`config.mk`:
```
export PLATFORM = sky130hd
export DESIGN_NAME = src_operand_stage
export DESIGN_NICKNAME = d
export VERILOG_FILES = /design/src/rtl/src_operand_stage.sv
export SDC_FILE = /design/constraint.sdc
export NUM_CORES = 1
export LEC_CHECK = 0
export CAP_MARGIN = 5
export CELL_PAD_IN_SITES_DETAIL_PLACEMENT = 1
export CELL_PAD_IN_SITES_GLOBAL_PLACEMENT = 2
export CORE_ASPECT_RATIO = 0.7
export CORE_MARGIN = 2
export CORE_UTILIZATION = 19
export DETAILED_ROUTE_END_ITERATION = 8
export PLACE_DENSITY = 0.81
export SETUP_SLACK_MARGIN = 0.2
export SLEW_MARGIN = 40
export SYNTH_ARGS = -nofsm -noshare
export SYNTH_HDL_FRONTEND = slang
export SYNTH_SLANG_ARGS = --single-unit
```
`constraint.sdc`:
```
create_clock -name clk -period 0.9 [get_ports clk]
set_input_delay 0.18 -clock clk [delete_from_list [all_inputs] [get_ports clk]]
set_output_delay 0.18 -clock clk [all_outputs]
set_load 0.01 [all_outputs]
```
`src/rtl/src_operand_stage.sv`:
```
// Source-operand stage: selects a register (with forwarding) or an extended
// immediate and presents it from a single pipeline register with stall/flush.
module src_operand_stage #(
  parameter int unsigned DATA_W  = 16,
  parameter int unsigned IMM_W   = 8,
  parameter int unsigned NUM_FWD = 2,
  parameter int unsigned ADDR_W  = 4
) (
  input  logic                        clk,
  input  logic                        rst,
  input  logic                        stall,
  input  logic                        flush,
  input  logic                        in_valid,
  input  logic [1:0]                  src_sel,
  input  logic [DATA_W-1:0]           reg_src,
  input  logic [ADDR_W-1:0]           reg_addr,
  input  logic [IMM_W-1:0]            imm,
  input  logic [NUM_FWD-1:0]          fwd_en,
  input  logic [NUM_FWD*ADDR_W-1:0]   fwd_addr,
  input  logic [NUM_FWD*DATA_W-1:0]   fwd_data,
  output logic                        out_valid,
  output logic [DATA_W-1:0]           src1,
  output logic                        fwd_hit
);

  localparam int unsigned EXT_W = DATA_W - IMM_W;
  localparam int          NF    = int'(NUM_FWD);

  localparam logic [1:0] SEL_REG  = 2'b00;
  localparam logic [1:0] SEL_SEXT = 2'b01;
  localparam logic [1:0] SEL_ZEXT = 2'b10;
  localparam logic [1:0] SEL_UPP  = 2'b11;

  logic [DATA_W-1:0] reg_val;
  logic              reg_fwd;
  logic [DATA_W-1:0] sel_val;
  logic              sel_hit;

  logic [DATA_W-1:0] src1_q, src1_d;
  logic              out_valid_q, out_valid_d;
  logic              fwd_hit_q, fwd_hit_d;

  // Forwarding: walk oldest to youngest so the lowest index wins; R0 never forwards.
  always_comb begin
    reg_val = reg_src;
    reg_fwd = 1'b0;
    for (int i = NF - 1; i >= 0; i--) begin
      if (fwd_en[i] && (reg_addr != '0) &&
          (fwd_addr[i*ADDR_W +: ADDR_W] == reg_addr)) begin
        reg_val = fwd_data[i*DATA_W +: DATA_W];
        reg_fwd = 1'b1;
      end
    end
  end

  // Operand mode select.
  always_comb begin
    sel_val = reg_val;
    sel_hit = 1'b0;
    case (src_sel)
      SEL_REG: begin
        sel_val = reg_val;
        sel_hit = reg_fwd;
      end
      SEL_SEXT: sel_val = {{EXT_W{imm[IMM_W-1]}}, imm};
      SEL_ZEXT: sel_val = {{EXT_W{1'b0}}, imm};
      SEL_UPP:  sel_val = {imm, {EXT_W{1'b0}}};
      default:  sel_val = reg_val;
    endcase
  end

  // Pipeline register next-state: flush dominates stall.
  always_comb begin
    src1_d      = src1_q;
    out_valid_d = out_valid_q;
    fwd_hit_d   = fwd_hit_q;
    if (flush) begin
      src1_d      = '0;
      out_valid_d = 1'b0;
      fwd_hit_d   = 1'b0;
    end else if (!stall) begin
      src1_d      = sel_val;
      out_valid_d = in_valid;
      fwd_hit_d   = sel_hit;
    end
  end

  always_ff @(posedge clk or posedge rst) begin
    if (rst) begin
      src1_q      <= '0;
      out_valid_q <= 1'b0;
      fwd_hit_q   <= 1'b0;
    end else begin
      src1_q      <= src1_d;
      out_valid_q <= out_valid_d;
      fwd_hit_q   <= fwd_hit_d;
    end
  end

  assign src1      = src1_q;
  assign out_valid = out_valid_q;
  assign fwd_hit   = fwd_hit_q;

endmodule

```
==> impl_metrics.tcl <==
set metrics [dict create \
    status "finished, violations left" \
    violations "negative setup slack" \
    postCtsHoldBufs 0 \
    hold_path.class "primary input to asynchronous set/reset pin" \
    dr.pass1.iters 4 \
    die_y_um 81.4 \
    diodes 0 \
    cts_tree "done" \
    cp.arrival_ns 1.61 \
    ir_worst_vdd_uv 459 \
    tightest_slew_ns 0.389 \
    grt_start_max_net_pins 19 \
    worstSetupPathType "primary input to flip-flop" \
    overflow 0 \
    clockBufferDepth 2 \
    slew_violations 0 \
    instances_no_fill 469 \
    synth_seq_area_share 0.277 \
    rsz0062_at_grt "yes" \
    rr_worst_depth 4 \
    fin_skew_ns 0 \
    fp.dieArea_um2 9330 \
    via_per_inst 4.72 \
    relSlewSlack 0.740 \
    drt_iter0_markers 53 \
    io_buffers 94 \
    multi_input_area_um2 1290 \
    clkPwrFrac 0.300 \
    comb_power_share 0.434 \
    setup_viol_count_final 35 \
    drc_errors 0 \
    fin_nets 442 \
    wl_mm 8.23 \
    synth_seq_cells 18 \
    crit_required_ns 1.03 \
    cts_num_sinks 18 \
    worstReg2RegEnd "src1[6]$_DFFE_PP0P_" \
    synthToLayoutAreaGrowth_pct 116 \
    reg2reg_from "src1[6]$_DFFE_PP0P_" \
    place_inst 442 \
    dp_hpwl_mm 6.05 \
    power.leakage_uw 0.00151 \
    total_power_uw 3450 \
    syn-num-nets 296 \
    seq_power_share 0.266 \
    gp_congestion 0.822 \
    ys_warn_count 0 \
    final_layout_size_suffix_gt1_frac 0.401 \
    cp-start-kind "primary input" \
    cts_root_buf "clkbuf_16" \
    avgSynthCellArea_um2 7.43 \
    wire_per_inst_um 17.5 \
    die_w_um 115 \
    ant_nets 0 \
    clkTransAtPathRegs_ns 0.06 \
    fin_crit_sh 1.63 \
    path_max_fanout 5 \
    io-pin-count 95 \
    max_freq_ghz 0.680 \
    p_sw_frac 0.306 \
    clk_latency_ns 0.25 \
    grt.total_usage 0.177 \
    synthCells 219 \
    worstSetupEndpointType "flip-flop" \
    synth_area_um2 1630 \
    timing.final.ws_setup_ns -0.571 \
    fin_crit_ns 1.47 \
    antenna_found_initial 0 \
    power_density_nw_per_um2 983 \
    start_util 0.194 \
    htree_levels 1 \
    rows 28 \
    grt_pass1_wl_mm 12.7 \
    switching_power_uw 1060 \
    r2r_slack_ns -0.09 \
    num_vias 2216 \
    ys_types 32 \
    max-cap-violations 0 \
    fillers 979 \
    final-seq-area_um2 450 \
    coreArea_um2 8370 \
    first_global_vias 2376 \
    hold_viol 0 \
    cts_buffers 3 \
    intPower_uw 2390 \
]
synthesized netlist by cell type:
| cell type | n | area [um^2] |
|---|---|---|
| xnor2_1 | 4 | 35.0 |
| nand3_1 | 1 | 5.00 |
| mux2i_1 | 2 | 20.0 |
| nor2b_1 | 2 | 12.5 |
| nor3b_1 | 1 | 7.51 |
| or2_1 | 2 | 12.5 |
| o211ai_1 | 7 | 52.6 |
| buf_2 | 3 | 15.0 |
| maj3_1 | 7 | 70.1 |
| inv_1 | 24 | 90.1 |
| buf_6 | 2 | 22.5 |
| nor2_1 | 15 | 56.3 |
| a211oi_1 | 16 | 120 |
| a2111o_1 | 1 | 11.3 |
| a21oi_2 | 1 | 8.76 |
| xor2_1 | 1 | 8.76 |
| nor3_1 | 24 | 120 |
| or3_4 | 1 | 11.3 |
| a21boi_0 | 1 | 7.51 |
| dfrtp_1 | 18 | 450 |
| o21ai_0 | 9 | 45.0 |
| buf_1 | 5 | 18.8 |
| a21oi_1 | 18 | 90.1 |
| o22ai_1 | 16 | 100 |
| clkbuf_1 | 8 | 30.0 |
| o221ai_1 | 1 | 8.76 |
| a22oi_1 | 6 | 45.0 |
| o2111ai_4 | 1 | 26.3 |
| nand4_1 | 1 | 6.26 |
| nand2_1 | 17 | 63.8 |
| and2_1 | 1 | 6.26 |
| xnor2_2 | 3 | 48.8 |
flip-flops by register name, indices dropped and copies added (netlist names):
name / cells
src1: 16
out_valid: 1
fwd_hit: 1
worst max-delay path: stages:
cell and delay [ns]:
buf_8 0.11, or3_4 0.39, o2111ai_4 0.28, buf_4 0.17, nor3_1 0.05, a211oi_2 0.21
buf_4 0.15, o22ai_2 0.06
final cells by class:
class                   count  share of cell area
well taps                 105              0.0375
repair buffers            159               0.415
flip-flops and latches     18               0.128
clock buffers               4              0.0253
inverters                  24              0.0257
multi-input cells         159               0.368
power by group through the flow:
stage | logic (uW) | clock network, uW | registers (uW)
floorplan | 466 | 0 | 949
global placement | 1260 | 0 | 929
detailed placement | 1280 | 0 | 929
CTS | 1410 | 1040 | 912
global route | 1610 | 1080 | 923
finish | 1500 | 1030 | 917
how the worst max path moves through the flow:
stage | start | cells after the start | slack (ns) | end
after floorplan | reg_addr[0] | 6 | -0.58 | src1[1]$_DFFE_PP0P_
after global placement | reg_addr[0] | 7 | -1.47 | src1[11]$_DFFE_PP0P_
after detailed placement | reg_addr[0] | 7 | -1.54 | src1[11]$_DFFE_PP0P_
after CTS | reg_addr[1] | 8 | -0.61 | fwd_hit$_DFFE_PP0P_
after global routing | reg_addr[1] | 9 | -0.64 | src1[7]$_DFFE_PP0P_
final | reg_addr[0] | 8 | -0.57 | src1[6]$_DFFE_PP0P_
kinds of logic (layout without fill, tap and decap cells):
| kind of cell | count (synthesis) | count (layout) | synth area share |
|---|---|---|---|
| AND/OR/NAND/NOR | 65 | 65 | 0.185 |
| multiplexers | 2 | 2 | 0.0123 |
| buffers and inverters | 42 | 187 | 0.108 |
| adder cells (fa/ha/maj) | 7 | 7 | 0.0431 |
| XOR/XNOR | 8 | 8 | 0.0569 |
| AO/OA/AOI/OAI | 77 | 77 | 0.317 |
| flip-flops | 18 | 18 | 0.277 |
cell usage in the layout, fill, tap and decap left out, drive strengths merged, types with 4 or more instances in the layout:
cell type      Yosys  routed
nor3              24      24
clkdlybuf4s50      0      60
maj3               7       7
a22oi              6       6
o21ai              9       9
dlygate4sd2        0       7
a211oi            16      16
xnor2              7       7
a21oi             19      19
o211ai             7       7
inv               24      24
clkbuf             8       4
nor2              15      15
nand2             17      17
dfrtp             18      18
buf               10      91
o22ai             16      16
what timing repair did:
item | in CTS | in global routing
resized for setup | 172 | 24
endpoints found under the setup margin | 36 | 36
gates cloned | 2 | 1
pin swaps | 35 | 23
buffers inserted | 18 | 2
layer usage:
metal  global-route usage  vias to the layer above  share of wire
li1                     -                     1076              -
met1                0.253                     1070           0.49
met2                0.292                       66           0.46
met3               0.0258                        4          0.046
met4               0.0220                        0         0.0045
met5                    0                        -              0
per-stage QoR:
| stage | setup slack (ns) | cell area (um^2) | utilization | hold WS [ns] | TNS [ns] |
|---|---|---|---|---|---|
| 4_1_cts | -0.612 | 3370 | 0.403 | 0.262 | -10.58 |
| 5_1_grt | -0.643 | 3510 | 0.419 | 0.291 | -11.80 |
| 6_report | -0.571 | 3510 | 0.419 | 0.254 | -10.14 |
| 3_5_place_dp | -1.54 | 3000 | 0.358 | 0.533 | -26.84 |
| 2_1_floorplan | -0.583 | 1680 | - | 0.119 | -9.09 |
| 3_3_place_gp | -1.47 | 3000 | 0.358 | 0.517 | -25.23 |
Note: power is estimated with default switching activity, not from simulation.
